$ cat src/rtl/sreg_tx_if.sv
// Request/serial-link bundle between a controller and the address shifter.
// master: the controller driving requests; slave: the transmitter itself.
interface sreg_tx_if #(
    parameter int WIDTH = 21
);
    logic             start;
    logic             inc;
    logic [WIDTH-1:0] addr;
    logic             si;
    logic             sclk;
    logic             sreg_en_n;
    logic             counter_n;
    logic             busy;
    logic             done;

    modport master (
        output start, inc, addr,
        input  si, sclk, sreg_en_n, counter_n, busy, done
    );

    modport slave (
        input  start, inc, addr,
        output si, sclk, sreg_en_n, counter_n, busy, done
    );
endinterface

$ cat src/rtl/sreg_tx.sv
// Serial SRAM-address transmitter: shifts addr out MSB-first on si/sclk, or issues one counter pulse.
// Latency: transfer done 2*DIV*WIDTH+DIV+1 cycles after accept; increment done 2*DIV+1 cycles after accept.
// Backpressure: start/inc only sampled while idle or in the done cycle; ignored otherwise (busy high).
module sreg_tx #(
    parameter int WIDTH = 21,
    parameter int DIV   = 2
) (
    input  logic     clk,
    input  logic     reset_n,
    sreg_tx_if.slave bus
);
    localparam int PW = $clog2(DIV) + 1;
    localparam int CW = $clog2(WIDTH + 1);

    localparam logic [2:0] S_IDLE     = 3'd0;
    localparam logic [2:0] S_SHIFT_LO = 3'd1;
    localparam logic [2:0] S_SHIFT_HI = 3'd2;
    localparam logic [2:0] S_TAIL     = 3'd3;
    localparam logic [2:0] S_INC_LO   = 3'd4;
    localparam logic [2:0] S_INC_HI   = 3'd5;
    localparam logic [2:0] S_DONE     = 3'd6;

    logic [2:0]       st, st_nx;
    logic [PW-1:0]    ph, ph_nx;
    logic [CW-1:0]    cnt, cnt_nx;
    logic [WIDTH-1:0] sh, sh_nx;
    logic             last_ph;

    assign last_ph = (ph == PW'(DIV - 1));

    always_comb begin
        st_nx  = st;
        ph_nx  = ph + PW'(1);
        cnt_nx = cnt;
        sh_nx  = sh;
        case (st)
            S_IDLE, S_DONE: begin
                ph_nx = '0;
                if (bus.start) begin
                    sh_nx  = bus.addr;
                    cnt_nx = CW'(WIDTH);
                    st_nx  = S_SHIFT_LO;
                end else if (bus.inc) begin
                    st_nx = S_INC_LO;
                end else begin
                    st_nx = S_IDLE;
                end
            end
            S_SHIFT_LO: if (last_ph) begin
                ph_nx = '0;
                st_nx = S_SHIFT_HI;
            end
            S_SHIFT_HI: if (last_ph) begin
                ph_nx  = '0;
                sh_nx  = sh << 1;
                cnt_nx = cnt - CW'(1);
                st_nx  = (cnt == CW'(1)) ? S_TAIL : S_SHIFT_LO;
            end
            S_TAIL: if (last_ph) begin
                ph_nx = '0;
                st_nx = S_DONE;
            end
            S_INC_LO: if (last_ph) begin
                ph_nx = '0;
                st_nx = S_INC_HI;
            end
            S_INC_HI: if (last_ph) begin
                ph_nx = '0;
                st_nx = S_DONE;
            end
            default: begin
                ph_nx = '0;
                st_nx = S_IDLE;
            end
        endcase
    end

    always_ff @(posedge clk or negedge reset_n) begin
        if (!reset_n) begin
            st  <= S_IDLE;
            ph  <= '0;
            cnt <= '0;
            sh  <= '0;
        end else begin
            st  <= st_nx;
            ph  <= ph_nx;
            cnt <= cnt_nx;
            sh  <= sh_nx;
        end
    end

    // Outputs are flops loaded from the next-state decode, so they line up with the state register.
    logic nx_shift, nx_frame, nx_inc, nx_hi;
    assign nx_shift = (st_nx == S_SHIFT_LO) || (st_nx == S_SHIFT_HI);
    assign nx_frame = nx_shift || (st_nx == S_TAIL);
    assign nx_inc   = (st_nx == S_INC_LO) || (st_nx == S_INC_HI);
    assign nx_hi    = (st_nx == S_SHIFT_HI) || (st_nx == S_INC_HI);

    always_ff @(posedge clk or negedge reset_n) begin
        if (!reset_n) begin
            bus.si        <= 1'b0;
            bus.sclk      <= 1'b0;
            bus.sreg_en_n <= 1'b1;
            bus.counter_n <= 1'b1;
            bus.busy      <= 1'b0;
            bus.done      <= 1'b0;
        end else begin
            bus.si        <= nx_shift ? sh_nx[WIDTH-1] : 1'b0;
            bus.sclk      <= nx_hi;
            bus.sreg_en_n <= !nx_frame;
            bus.counter_n <= !nx_inc;
            bus.busy      <= nx_frame || nx_inc;
            bus.done      <= (st_nx == S_DONE);
        end
    end
endmodule

$ cat src/flat_wrapper.sv
// flat-port wrapper written by rule: the top's interface ports become plain ports
module sreg_tx_flat 
#(
    parameter int WIDTH = 21,
    parameter int DIV   = 2
)
  (clk, reset_n, bus_start, bus_inc, bus_addr, bus_si, bus_sclk, bus_sreg_en_n, bus_counter_n, bus_busy, bus_done);
  sreg_tx_if #(.WIDTH(WIDTH)) bus_i ();
  input  logic clk;
  input  logic reset_n;
  input wire logic [$bits(bus_i.start)-1:0] bus_start;
  input wire logic [$bits(bus_i.inc)-1:0] bus_inc;
  input wire logic [$bits(bus_i.addr)-1:0] bus_addr;
  output wire logic [$bits(bus_i.si)-1:0] bus_si;
  output wire logic [$bits(bus_i.sclk)-1:0] bus_sclk;
  output wire logic [$bits(bus_i.sreg_en_n)-1:0] bus_sreg_en_n;
  output wire logic [$bits(bus_i.counter_n)-1:0] bus_counter_n;
  output wire logic [$bits(bus_i.busy)-1:0] bus_busy;
  output wire logic [$bits(bus_i.done)-1:0] bus_done;
  assign bus_i.start = bus_start;
  assign bus_i.inc = bus_inc;
  assign bus_i.addr = bus_addr;
  assign bus_si = bus_i.si;
  assign bus_sclk = bus_i.sclk;
  assign bus_sreg_en_n = bus_i.sreg_en_n;
  assign bus_counter_n = bus_i.counter_n;
  assign bus_busy = bus_i.busy;
  assign bus_done = bus_i.done;
  sreg_tx #(.WIDTH(WIDTH), .DIV(DIV)) u_core (.clk(clk), .reset_n(reset_n), .bus(bus_i));
endmodule
$ cat config.mk
export PLATFORM = sky130hd
export DESIGN_NAME = sreg_tx_flat
export DESIGN_NICKNAME = d
export VERILOG_FILES = /design/src/rtl/sreg_tx_if.sv /design/src/rtl/sreg_tx.sv /design/src/flat_wrapper.sv
export SDC_FILE = /design/constraint.sdc
export NUM_CORES = 1
export LEC_CHECK = 0
export ABC_AREA = 1
export CELL_PAD_IN_SITES_DETAIL_PLACEMENT = 0
export CELL_PAD_IN_SITES_GLOBAL_PLACEMENT = 2
export CORE_AREA = 8 8 106 69
export DETAILED_ROUTE_END_ITERATION = 8
export DIE_AREA = 0 0 114 77
export PLACE_DENSITY_LB_ADDON = 0.2
export SLEW_MARGIN = 20
export SYNTH_ARGS = -nofsm -noshare
export SYNTH_HDL_FRONTEND = slang
export SYNTH_SLANG_ARGS = --single-unit
export TNS_END_PERCENT = 30
$ cat constraint.sdc
create_clock -name clk -period 2.07 [get_ports clk]
set_input_delay 0.414 -clock clk [delete_from_list [all_inputs] [get_ports clk]]
set_output_delay 0.414 -clock clk [all_outputs]
set_load 0.05 [all_outputs]
Yosys cells after proc, flatten, opt, wreduce, memory -nomap -nowiden
Index checks and enable logic that the tools add are counted.
{"block": "word_totals", "ff_bits": 37, "latch_bits": 0, "mem_bits_rw": 0, "romBits": 0, "input_bits": 25, "elab_cells": 59, "n_memories": 0}
{"block": "op_classes", "add_sub_neg": 2, "mul": 0, "div_mod_pow": 0, "magnitude_cmp": 0, "eq_ne": 16, "shifts": 0, "mux": 17, "n_bitwise": 0, "reduce_logical": 13}
{"operator": "$mux 21", "count": 2}
{"operator": "$pmux 21 s2", "count": 1}
{"operator": "$eq 3x3->1 const B", "count": 6}
{"operator": "$mux 3", "count": 6}
{"operator": "$pmux 3 s5", "count": 1}
{"operator": "$eq 3x2->1 const B", "count": 4}
{"operator": "$mux 5", "count": 2}
{"operator": "$pmux 5 s2", "count": 1}
{"operator": "$eq 3x1->1 const B", "count": 2}
{"operator": "$mux 2", "count": 3}
{"operator": "$eq 5x1->1 const B", "count": 1}
{"operator": "$logic_or 1x1->1", "count": 5}
{"operator": "$reduce_or 5->1", "count": 1}
{"operator": "$sub 5x1->5 const B", "count": 1}
{"operator": "$reduce_or 2->1", "count": 2}
{"operator": "$logic_not 3->1", "count": 1}
{"operator": "$reduce_and 3->1", "count": 1}
{"operator": "$add 2x1->2 const B", "count": 1}
{"operator": "$eq 2x1->1 const B", "count": 1}
{"operator": "$logic_not 1->1", "count": 2}
{"operator": "$ne 2x1->1 const B", "count": 1}
{"operator": "$ne 2x2->1 const B", "count": 1}
{"operator": "$reduce_bool 2->1", "count": 1}
{"operator": "$mux 1", "count": 1}

Longest topological paths before layout
{"block": "logic_depth", "ltp_word": 8, "ltp_mapped": 10}

Worst setup path before layout
Ideal clock, no wire load.
{"block": "synth_timing", "path_type": "flip-flop to flip-flop", "start": "register u_core.st[2]", "end": "register u_core.cnt[3]", "arrival_ns": 1.143, "t_required_ns": 1.947, "slack_ns": 0.804, "stages_incl_launch_ff": 10, "period_less_slack_ns": 1.266, "cell_sequence": "dfrtp_1 -> inv_2 -> nand2_2 -> nor2_2 -> inv_2 -> nand2_2 -> nand3_4 -> buf_4 -> nand2_1 -> o31ai_1"}
{"block": "synth_via", "elab_chain_cells": 4, "word_cells_on_any_way": 9, "classes_between": "4 x eq/ne; 1 x mux; 4 x reduce/logical"}
{"item": "start, declared", "line_no": "sreg_tx.sv:23", "rtl": "logic [2:0] st, st_nx;"}
{"item": "start signal, assigned", "line_no": "sreg_tx.sv:85", "rtl": "st <= st_nx;"}
{"item": "$eq 3x3->1 / $logic_not 3->1 (equally long branches)", "line_no": "sreg_tx.sv:36", "rtl": "case (st)"}
{"item": "$reduce_or 2->1", "line_no": "sreg_tx.sv:36"}
{"item": "$ne 2x2->1 (no line) / $reduce_bool 2->1 (equally long branches)"}
{"item": "$reduce_and 3->1 (no line)"}
{"item": "end signal, assigned", "line_no": "sreg_tx.sv:87", "rtl": "cnt <= cnt_nx;"}
{"item": "end, declared", "line_no": "sreg_tx.sv:25", "rtl": "logic [CW-1:0] cnt, cnt_nx;"}
Several ways; a longest one is shown, not always the timed one.
A chain may end at the register's enable or synchronous reset.

Final worst setup path
{"block": "layout_timing", "start": "register u_core.bus.si", "end": "output port bus_si"}
{"item": "start, declared", "line_no": "sreg_tx_if.sv:23", "rtl": "output si, sclk, sreg_en_n, counter_n, busy, done"}
{"item": "start signal, assigned", "line_no": "sreg_tx.sv:108", "rtl": "bus.si <= nx_shift ? sh_nx[WIDTH-1] : 1'b0;"}
{"item": "end, declared", "line_no": "flat_wrapper.sv:14", "rtl": "output wire logic [$bits(bus_i.si)-1:0] bus_si;"}
No word-level cell between the ends.

==> results.cfg <==
[place]
preCtsSetupSlack_ns = 0.301
place_hpwl_microns = 3200
port_buffers = 30
gp_congestion = 0.728

[routing]
finalWirelength_microns = 4500
wl_per_cell_microns = 13.4
ant_nets = 0
viasPerCell = 4.53
firstDrtPassIters = 5
num_vias = 1523
drt_iter0_markers = 93
drc_errors = 0

[synthesis]
syn_inst = 219
yosysMostFrequentCell = nand3_1
ys_seq_area_frac = 0.502
synth_top_area_share = 0.474
yosysTopAreaCell = dfrtp_1
async_reset_ff_frac = 1.00
ys_seq_elements = 37
synth.cells.most_frequent = 63 x nand3_1, 46 x nand2_1, 35 x dfrtp_1, 17 x inv_1
syn_avg_cell_area_sq_um = 8.44
yosysUniqueCellTypes = 27
synth_area_leaders = dfrtp_1 47%, nand3_1 17%, nand2_1 9.3%
synth_warnings = 0
synth_ff_type = dfrtp_1
synth_area_sq_mm = 0.00185
syn_nets = 246
synth_edf_count = 0

[power]
power_leakage_nw = 1.11
ir_worst_vdd_mv = 0.486
powerDensity_mw_per_mm2 = 1530

[sta]
finalWorstSetupSlack_ns = 0.235
skew_ns = 0.00503
drv_slew = 0
fin_setup_tns_ns = 0
max_freq_mhz = 545
fin_crit_sh = 0.886
worst_pin_slew_ns = 0.495
finalSetupViolCount = 0
rsz0062_at_grt = false
finalHoldViolations = 0
period_needed_ns = 1.83
slew-limit-headroom = 0.669

[clock_tree]
postCtsSetupBuffers = 0
cts.htree.levels = 2
cts_hold_buf = 0
root_buffer = clkbuf_8
clock-sinks = 37
cts.path.max_buffers = 2
cts_tree = yes
insertion_delay_ns = 0.29
clkTransAtPathRegs_ns = 0.07
cts_resized = 0
cts_buffers = 5

[worst_hold_path]
hp-start = u_core.sh[19]
hp-class = reg2reg

[grt]
grt_max_degree = 38
antenna_found_initial = 0
grt_pass1_wl_microns = 7710
grt_pass1_vias = 1512
grtUsageTotal = 0.112
overflow = 0

[setup_path]
slowest_delay_ns = 0.80
critPathKind = reg2out
cp_top_family = buffers and inverters
cp.required_ns = 1.66
cp_max_fo = 1
r2r-start = u_core.st[2]
critPathLaunchType = register
critical_path_buf_inv_count = 1
cp_cell_sequence = clkdlybuf4s50_1
crit_slowest_cell = clkdlybuf4s50_1
worstPathArrival_ns = 1.42
critPathLaunch = u_core.bus.si
end_kind = output port

[finish]
diodes = 0
layout.nets = 278
utilization = 0.399
drive_gt1_frac = 0.159
area_growth_pct = 26.0

[floorplanning]
rows = 22
io_pins = 31
die_h_microns = 77
start_util = 0.317
dieArea_sq_mm = 0.00878
core_area_sq_mm = 0.00584
dieWidth_microns = 114

[flow_run]
maxCapViolCount = 0

[outcome]
status = complete, no violations
[state kept, by name, indices dropped and copies added, names as in the netlist]
name,count
u_core.bus.sclk,1
u_core.bus.busy,1
u_core.bus.si,1
u_core.cnt,5
u_core.st,3
u_core.bus.sreg_en_n,1
u_core.bus.done,1
u_core.bus.counter_n,1
u_core.sh,21
u_core.ph,2
[power breakdown]
group	internal, mW	switching [mW]
Sequential	1.04	0.168
Clock	0.301	0.268
Combinational	0.581	1.21
Total	1.92	1.64
[placed cells by master (no fill, tap or decap), drive strengths merged]
| cell type | synthesis | final |
|---|---|---|
| dfrtp | 35 | 35 |
| o211ai | 1 | 1 |
| o22ai | 1 | 1 |
| nor3 | 1 | 1 |
| nand2 | 52 | 52 |
| ha | 2 | 2 |
| inv | 23 | 23 |
| buf | 7 | 7 |
| clkinv | 0 | 1 |
| dfstp | 2 | 2 |
| o21ai | 8 | 8 |
| xor2 | 3 | 3 |
| nand3b | 1 | 1 |
| a21oi | 1 | 1 |
| o31ai | 1 | 1 |
| clkdlybuf4s50 | 0 | 28 |
| clkbuf | 3 | 7 |
| nand3 | 69 | 69 |
| nor2 | 9 | 9 |
[kinds of logic (layout without fill, tap and decap cells)]
family / after synthesis / count (layout) / synth area share
fa+ha+maj: 2 / 2 / 0.0135
compound gates: 12 / 12 / 0.0399
xor+xnor: 3 / 3 / 0.0142
flops: 37 / 37 / 0.502
simple gates: 132 / 132 / 0.353
buf+inv: 33 / 66 / 0.0778
[cell type report]
class | instances | area, sq um
fillers | 630 | 3500
repair buffers | 35 | 333
clock inverters | 1 | 5.00
inverters | 23 | 86.3
clock buffers | 7 | 96.3
well taps | 84 | 105
flip-flops and latches | 37 | 928
multi-input cells | 149 | 777
[routing by layer]
layer	up-vias	global-route usage	wire length (microns)	part of all wire
met5	-	0	0	0
met1	696	0.170	2540	0.56
met3	8	0.0352	248	0.055
met2	32	0.134	1640	0.36
met4	0	0.0476	74	0.016
li1	787	-	-	-
[through the flow]
stage          total power [mW]  instance area (sq um)  hold WS (ns)  cells
2_1_floorplan              2.59                   1850         0.118    219
3_3_place_gp               3.03                   2230         0.468    328
3_5_place_dp               3.02                   2230         0.472    328
4_1_cts                    3.61                   2330         0.490    336
5_1_grt                    3.89                   2330         0.505    336
6_report                   3.56                   2330         0.483    336
[final timing paths]
path                                        end  slack, ns  cells past startpoint
min reg2reg                       u_core.sh[19]       0.48                      2
min in group asynchronous         u_core.cnt[2]       0.55                      2
max                                      bus_si       0.24                      1
max in group asynchronous  u_core.bus.sreg_en_n       1.17                      2
min                               u_core.sh[19]       0.48                      2
max reg2reg                       u_core.cnt[2]       0.49                      9
Note: power is estimated with default switching activity, not from simulation.
